--- config.mk ---
export PLATFORM = sky130hd
export DESIGN_NAME = srsc_recover_pipe
export DESIGN_NICKNAME = d
export VERILOG_FILES = /design/src/rtl/srsc_recover_pipe.sv
export SDC_FILE = /design/constraint.sdc
export NUM_CORES = 1
export LEC_CHECK = 0
export ABC_CLOCK_PERIOD_IN_PS = 5500
export BUFFER_PORTS_ARGS = -buffer_cell sky130_fd_sc_hd__clkbuf_2
export CAP_MARGIN = 20
export CORE_MARGIN = 4
export CORE_UTILIZATION = 45
export CTS_BUF_LIST = sky130_fd_sc_hd__clkbuf_4
export DETAILED_ROUTE_END_ITERATION = 12
export SYNTH_ARGS = -nofsm -noshare
export SYNTH_HDL_FRONTEND = slang
export SYNTH_SLANG_ARGS = --single-unit
--- constraint.sdc ---
create_clock -name clk -period 5.5 [get_ports clk]
set_input_delay 0.275 -clock clk [delete_from_list [all_inputs] [get_ports clk]]
set_output_delay 0.275 -clock clk [all_outputs]
set_load 0.02 [all_outputs]
--- src/rtl/srsc_recover_pipe.sv ---
// Dehaze radiance recovery J = clamp(((I-A)*inv_t >> FRAC_W) + A), three-stage
// pipeline sharing one advance enable, with a saturating clipped-channel counter.
module srsc_recover_pipe #(
   parameter int PIX_W  = 8,
   parameter int INV_W  = 8,
   parameter int FRAC_W = 6,
   parameter int CH     = 3,
   parameter int CNT_W  = 16
) (
   input  logic                  clk,
   input  logic                  rst,
   input  logic                  in_valid,
   output logic                  in_ready,
   input  logic [CH*PIX_W-1:0]   in_pixel,
   input  logic [CH*PIX_W-1:0]   atm_light,
   input  logic [INV_W-1:0]      inv_trans,
   input  logic                  bypass,
   output logic                  out_valid,
   input  logic                  out_ready,
   output logic [CH*PIX_W-1:0]   out_pixel,
   output logic [CNT_W-1:0]      sat_count,
   input  logic                  sat_clr
);
   localparam int DW  = PIX_W + 1;
   localparam int PW  = PIX_W + INV_W + 2;
   localparam int SW  = PW + 1;
   localparam int PCW = $clog2(CH + 1);
   localparam logic [INV_W-1:0] INV_ONE = INV_W'(1) << FRAC_W;

   logic                 en;
   logic                 accept;
   logic                 fire;
   logic                 s1_valid, s2_valid;
   logic                 s1_bypass, s2_bypass;
   logic signed [DW-1:0] s1_diff [CH];
   logic signed [DW-1:0] diff_d  [CH];
   logic [CH*PIX_W-1:0]  s1_atm, s2_atm;
   logic [INV_W-1:0]     s1_inv;
   logic signed [PW-1:0] s2_prod [CH];
   logic signed [PW-1:0] sh_d    [CH];
   logic signed [SW-1:0] sum_d   [CH];
   logic [CH*PIX_W-1:0]  pix_d;
   logic [CH-1:0]        clip_d, s3_clip;
   logic [PCW-1:0]       pop;
   logic [CNT_W:0]       sat_sum;

   assign en       = out_ready | ~out_valid;
   assign in_ready = en;
   assign accept   = in_valid & en;
   assign fire     = out_valid & out_ready;

   always_comb begin
      for (int c = 0; c < CH; c++) begin
         diff_d[c] = $signed({1'b0, in_pixel[c*PIX_W +: PIX_W]})
                   - $signed({1'b0, atm_light[c*PIX_W +: PIX_W]});
      end
   end

   // Floor shift, add A, clamp; the sign bit and the bits above PIX_W select the clip side.
   always_comb begin
      pix_d  = '0;
      clip_d = '0;
      for (int c = 0; c < CH; c++) begin
         sh_d[c]  = s2_prod[c] >>> FRAC_W;
         sum_d[c] = {sh_d[c][PW-1], sh_d[c]}
                  + $signed({{(SW-PIX_W){1'b0}}, s2_atm[c*PIX_W +: PIX_W]});
         if (sum_d[c][SW-1]) begin
            pix_d[c*PIX_W +: PIX_W] = '0;
            clip_d[c]               = 1'b1;
         end else if (|sum_d[c][SW-2:PIX_W]) begin
            pix_d[c*PIX_W +: PIX_W] = '1;
            clip_d[c]               = 1'b1;
         end else begin
            pix_d[c*PIX_W +: PIX_W] = sum_d[c][PIX_W-1:0];
         end
      end
      if (s2_bypass) clip_d = '0;
   end

   always_comb begin
      pop = '0;
      for (int c = 0; c < CH; c++) pop = pop + PCW'(s3_clip[c]);
   end

   assign sat_sum = {1'b0, sat_count} + (CNT_W+1)'(pop);

   always_ff @(posedge clk) begin
      if (rst) begin
         s1_valid  <= 1'b0;
         s2_valid  <= 1'b0;
         out_valid <= 1'b0;
         out_pixel <= '0;
         s3_clip   <= '0;
      end else if (en) begin
         s1_valid  <= accept;
         s2_valid  <= s1_valid;
         out_valid <= s2_valid;
         out_pixel <= pix_d;
         s3_clip   <= clip_d;
      end
   end

   // Bypass beats run the datapath with inv = 1.0, which reproduces I exactly.
   always_ff @(posedge clk) begin
      if (en) begin
         for (int c = 0; c < CH; c++) begin
            s1_diff[c] <= diff_d[c];
            s2_prod[c] <= s1_diff[c] * $signed({1'b0, s1_inv});
         end
         s1_atm    <= atm_light;
         s1_inv    <= bypass ? INV_ONE : inv_trans;
         s1_bypass <= bypass;
         s2_atm    <= s1_atm;
         s2_bypass <= s1_bypass;
      end
   end

   always_ff @(posedge clk) begin
      if (rst)            sat_count <= '0;
      else if (sat_clr)   sat_count <= '0;
      else if (fire)      sat_count <= sat_sum[CNT_W] ? '1 : sat_sum[CNT_W-1:0];
   end

endmodule

# Word level (Yosys, flattened, before mapping)
# Memories as Yosys holds them, arrays and structs flattened.
# Cells that the tools add are included.
# classes
addsub,9
n_mul,3
muxes,16
n_bitwise,4
reduce_logical,4
# ops
operator,count
multiplier 9 x 9 -> 18 bit,3
2-to-1 mux 8 bit,6
adder 12 x 9 -> 13 bit,3
OR reduction 10 bit,3
subtractor 8 x 8 -> 9 bit,3
adder 16 x 2 -> 17 bit,1
2-to-1 mux 16 bit,1
2-to-1 mux 1 bit,8
2-to-1 mux 3 bit,1
adder 1 x 1 -> 2 bit,1
adder 2 x 1 -> 2 bit,1
bitwise AND 1 bit,2
OR reduction 2 bit,1
inverter 1 bit,1
bitwise OR 1 bit,1
# totals
ff_bits,104
ram_bits,81
in_bits,62
n_memories,2
# memory_table
memory,depth,width,rd,rd_clocked_by_memory_dff,write_ports,line_no,text
s2_prod,3,18,3,0,3,39,logic signed [PW-1:0] s2_prod [CH];
s1_diff,3,9,3,0,3,35,logic signed [DW-1:0] s1_diff [CH];

# Longest topological paths before layout
# logic_depth
ltp_word,5
mapped_depth,20

# Worst setup path after synthesis
# No wires, ideal clock.
# synth_path
path_kind,register to register
startpoint,register out_valid
endpoint,"register s1_atm[0], enable pin"
setup_time_ns,0.541
t_arrival_ns,4.322
required_time_ns,4.959
slack_ns,0.637
stages_incl_launch_ff,4
path_buffers,1
synth_period_minus_slack_ns,4.863
path_cell_list,dfxtp_1 -> nor2b_1 -> clkinv_1 -> clkbuf_1
# synth_via
elab_chain_len,2
# synth_lines
element,line_no,text
from (decl),18,"output logic out_valid,"
from (signal assigned),97,out_valid <= s2_valid;
inverter 1 bit,47,assign en = out_ready | ~out_valid;
bitwise OR 1 bit,47,
net in_ready,13,"output logic in_ready,"
to (signal assigned),110,s1_atm <= atm_light;
to (decl),37,"logic [CH*PIX_W-1:0] s1_atm, s2_atm;"
# The timed path passes the listed nets, and every way through them passes these cells.
# A chain may end at the register's enable or synchronous reset.

==> run_results.csv <==
group,metric,value,unit
detailed_routing,vias,10800,
logic_synthesis,ys_seq_area_share,29.1,%
timing,fin_setup_tns,0,ns
cts,cts_tree,"done",
critical_path,crit_type,"reg -> reg",
cells_and_area,layout_commonest_cell,"inv_1",
critical_path,r2r_cells,16,
cells_and_area,final_cell_mix,"324 x inv_1, 185 x fa_1, 146 x ha_1",
detailed_routing,vias_per_cell,4.91,
timing,timing.hold.ws,0.0666,ns
critical_path,cp-endpoint,"s2_prod[0][34]",
cells_and_area,num-fill-cells,3239,
critical_path,crit_required,5.89,ns
cells_and_area,finalInstanceArea,0.0174,sq mm
cts,cts_buffer_depth,2,
power,switching_share,44.0,%
job,drv_cap,0,
critical_path,reg2reg_to,"s2_prod[0][34]",
logic_synthesis,synth-seq-cells,167,
cells_and_area,area_growth,11.1,%
detailed_routing,drt_pass1_iterations,5,
power,seqPwrFrac,26.8,%
critical_path,max_stage_delay,0.62,ns
power,power.density,456,mW/mm^2
detailed_routing,antenna_left,0,
cells_and_area,stdcell_count,2190,
floorplanning,io_pins,104,
global_routing,grtUsageTotal,17.8,%
detailed_routing,routedWlPerCell,14.7,microns
critical_path,critPathLaunch,"s1_inv[1]",
logic_synthesis,synthCells,1580,
cts,clock_latency,0.64,ns
critical_path,reg2reg_from,"s1_inv[1]",
logic_synthesis,synth-edff-count,121,
critical_path,critPathCaptureType,"flop",
placed_design,dp_cells,2116,
critical_path,path_max_fanout,10,
floorplanning,start_util,45.4,%
cts,clkTransAtPathRegs,0.16,ns
placed_design,place_hpwl,24900,microns
global_routing,grt_first_pass_wirelength,55500,microns
floorplanning,die_w,195,microns
timing,worst_pin_slew,0.665,ns
hold_path,hold_path_class,"in -> reg",
cts,cts_root_buf,"clkbuf_4",
critical_path,worstPathCellList,"nand2_1 -> fa_1 -> fa_1 -> inv_1 -> fa_1 -> inv_1 -> fa_1 -> inv_1 -> ha_1 -> nand3_1 -> nand2_1 -> a2111oi_1 -> a211oi_1 -> o21ai_1 -> a21oi_1 -> xor2_1",
critical_path,cpMostUsedCell,"fa_1",
timing,maxSlewHeadroom,55.6,%
floorplanning,rows,68,
timing,max_freq,0.197,GHz
floorplanning,die_h,195,microns
logic_synthesis,synth_ff_type,"edfxtp_1",
global_routing,antenna_found_initial,2,
timing,finalSetupViolations,0,
timing,rsz0062_at_grt,"false",
timing,final-hold-violation-count,0,
global_routing,grt_pass1_vias,11100,
critical_path,startpoint_type,"flop",
placed_design,io_buffers,103,
critical_path,cp_slowest_cell,"fa_1",
cts,cts_made_buffers,17,
global_routing,grt_max_degree,60,
hold_path,min-delay-start,"in_pixel[16]",
cts,clock_sink_count,167,
cts,htree_levels,4,
logic_synthesis,syn_area,0.0157,sq mm
power,peakVddDrop,209,uV
power,total_leakage_power,0.00834,uW
logic_synthesis,yosysUniqueCellTypes,65,
detailed_routing,drc,0,
status,status,"finished clean",
cells_and_area,fin_util,50.5,%
power,power.switching,3490,uW
timing,slew_violations,0,
floorplanning,core_area,0.0345,sq mm
logic_synthesis,yosys_warnings,0,
power,pwr-share-clk,9.9,%
placed_design,place.gp.congestion,0.826,
logic_synthesis,async_reset_ff_share,0,%
global_routing,grt-ovfl-total,0,
cells_and_area,layout-drive-gt1-share,9.64,%
critical_path,regToRegSetupSlack,0.42,ns
power,intPower,4440,uW
logic_synthesis,avgSynthCellArea,9.91,sq um
detailed_routing,wirelength,32100,microns
detailed_routing,drt_iter0_markers,500,
cells_and_area,fin_nets,2112,
floorplanning,dieArea,0.0378,sq mm
power,combPwrFrac,63.3,%
timing,fin_crit,5.08,ns
timing,skew,0.0283,ns
timing,fin_crit_sh,92.4,%
placed_design,postPlaceCellArea,0.0167,sq mm
logic_synthesis,syn_nets,1973,
critical_path,critPathArrivalTime,5.47,ns
state kept, by name, summed over array words and instances (netlist names):
name and cells:
s2_prod 36, s1_diff 27, out_pixel 24, s1_atm 24
s2_atm 24, sat_count 16, s1_inv 8, s3_clip 3
out_valid 1, s1_bypass 1, s1_valid 1, s2_bypass 1
s2_valid 1
metal layers:
metal | global-route usage [%] | vias to the layer above | wire (microns)
li1 | - | 5334 | -
met1 | 25.6 | 5183 | 15300
met2 | 28.4 | 206 | 14800
met3 | 3.10 | 28 | 1670
met4 | 4.14 | 0 | 376
met5 | 0 | - | 0
power by group through the flow:
stage	Clock [uW]	Combinational (uW)	Sequential [uW]
2_1_floorplan	0	3950	2120
5_1_grt	867	5870	2170
4_1_cts	819	5110	2130
3_3_place_gp	0	4930	2150
6_report	784	5020	2130
3_5_place_dp	0	5010	2150
cell families after synthesis:
logic type      count (synthesis)  share of synthesized area (%)
buf+inv                       358                           8.70
compound gates                185                           7.77
xor+xnor                       79                           4.42
mux                             6                          0.416
flops                         167                           29.1
simple gates                  454                           14.3
fa+ha+maj                     331                           35.3
worst min-delay path by stage:
stage	endpoint	slack (ns)	depth (start not counted)
after global placement	s2_atm[18]	0.40	0
after floorplan	s1_atm[0]	0.37	0
after global routing	s1_diff[0][0]	0.04	4
final	s1_diff[0][18]	0.07	4
after CTS	s1_diff[0][18]	0.001	4
after detailed placement	s2_atm[3]	0.40	0
final cells by class:
cell class                      instances  area (sq um)  share of cell area (%)
Tap cell                              455           569                    3.27
Clock buffer                           18           135                   0.777
Multi-Input combinational cell       1055          9750                    56.1
Inverter                              325          1220                    7.05
Sequential cell                       167          4550                    26.2
Clock inverter                         14           165                   0.950
Antenna cell                            3          7.51                  0.0432
Timing Repair Buffer                  153           983                    5.66
per-stage QoR:
step | setup WS, ns | power [uW]
after floorplan | 0.637 | 6070
after global placement | 0.493 | 7070
after detailed placement | 0.369 | 7170
after CTS | 0.330 | 8050
after global routing | 0.0321 | 8910
final | 0.418 | 7930
worst max-delay path, delay by kind of cell (launching register included):
| family | cells | cell delay (ns) |
|---|---|---|
| flops | 1 | 0.59 |
| compound gates | 4 | 1.16 |
| xor+xnor | 1 | 0.15 |
| buf+inv | 3 | 0.14 |
| fa+ha+maj | 5 | 2.48 |
| simple gates | 3 | 0.33 |
cells in the mapped netlist (all sizes together), types with 28 or more instances:
library cell | count | area share, %
a21oi | 60 | 2.0
and2 | 106 | 4.2
dfxtp | 46 | 5.9
edfxtp | 121 | 23
fa | 185 | 24
ha | 146 | 12
inv | 324 | 7.8
nand2 | 145 | 3.5
nor2 | 74 | 1.8
nor2b | 28 | 1.1
nor3 | 45 | 1.4
o21ai | 33 | 1.1
xnor2 | 53 | 3.0
repair_timing:
item,4_1_cts,5_1_grt
hold buffers,37,0
hold endpoints to repair,39,0
setup endpoints to repair,0,3
resized for setup,0,1
buffers inserted,0,2
Power figures use the tool's default switching activity.
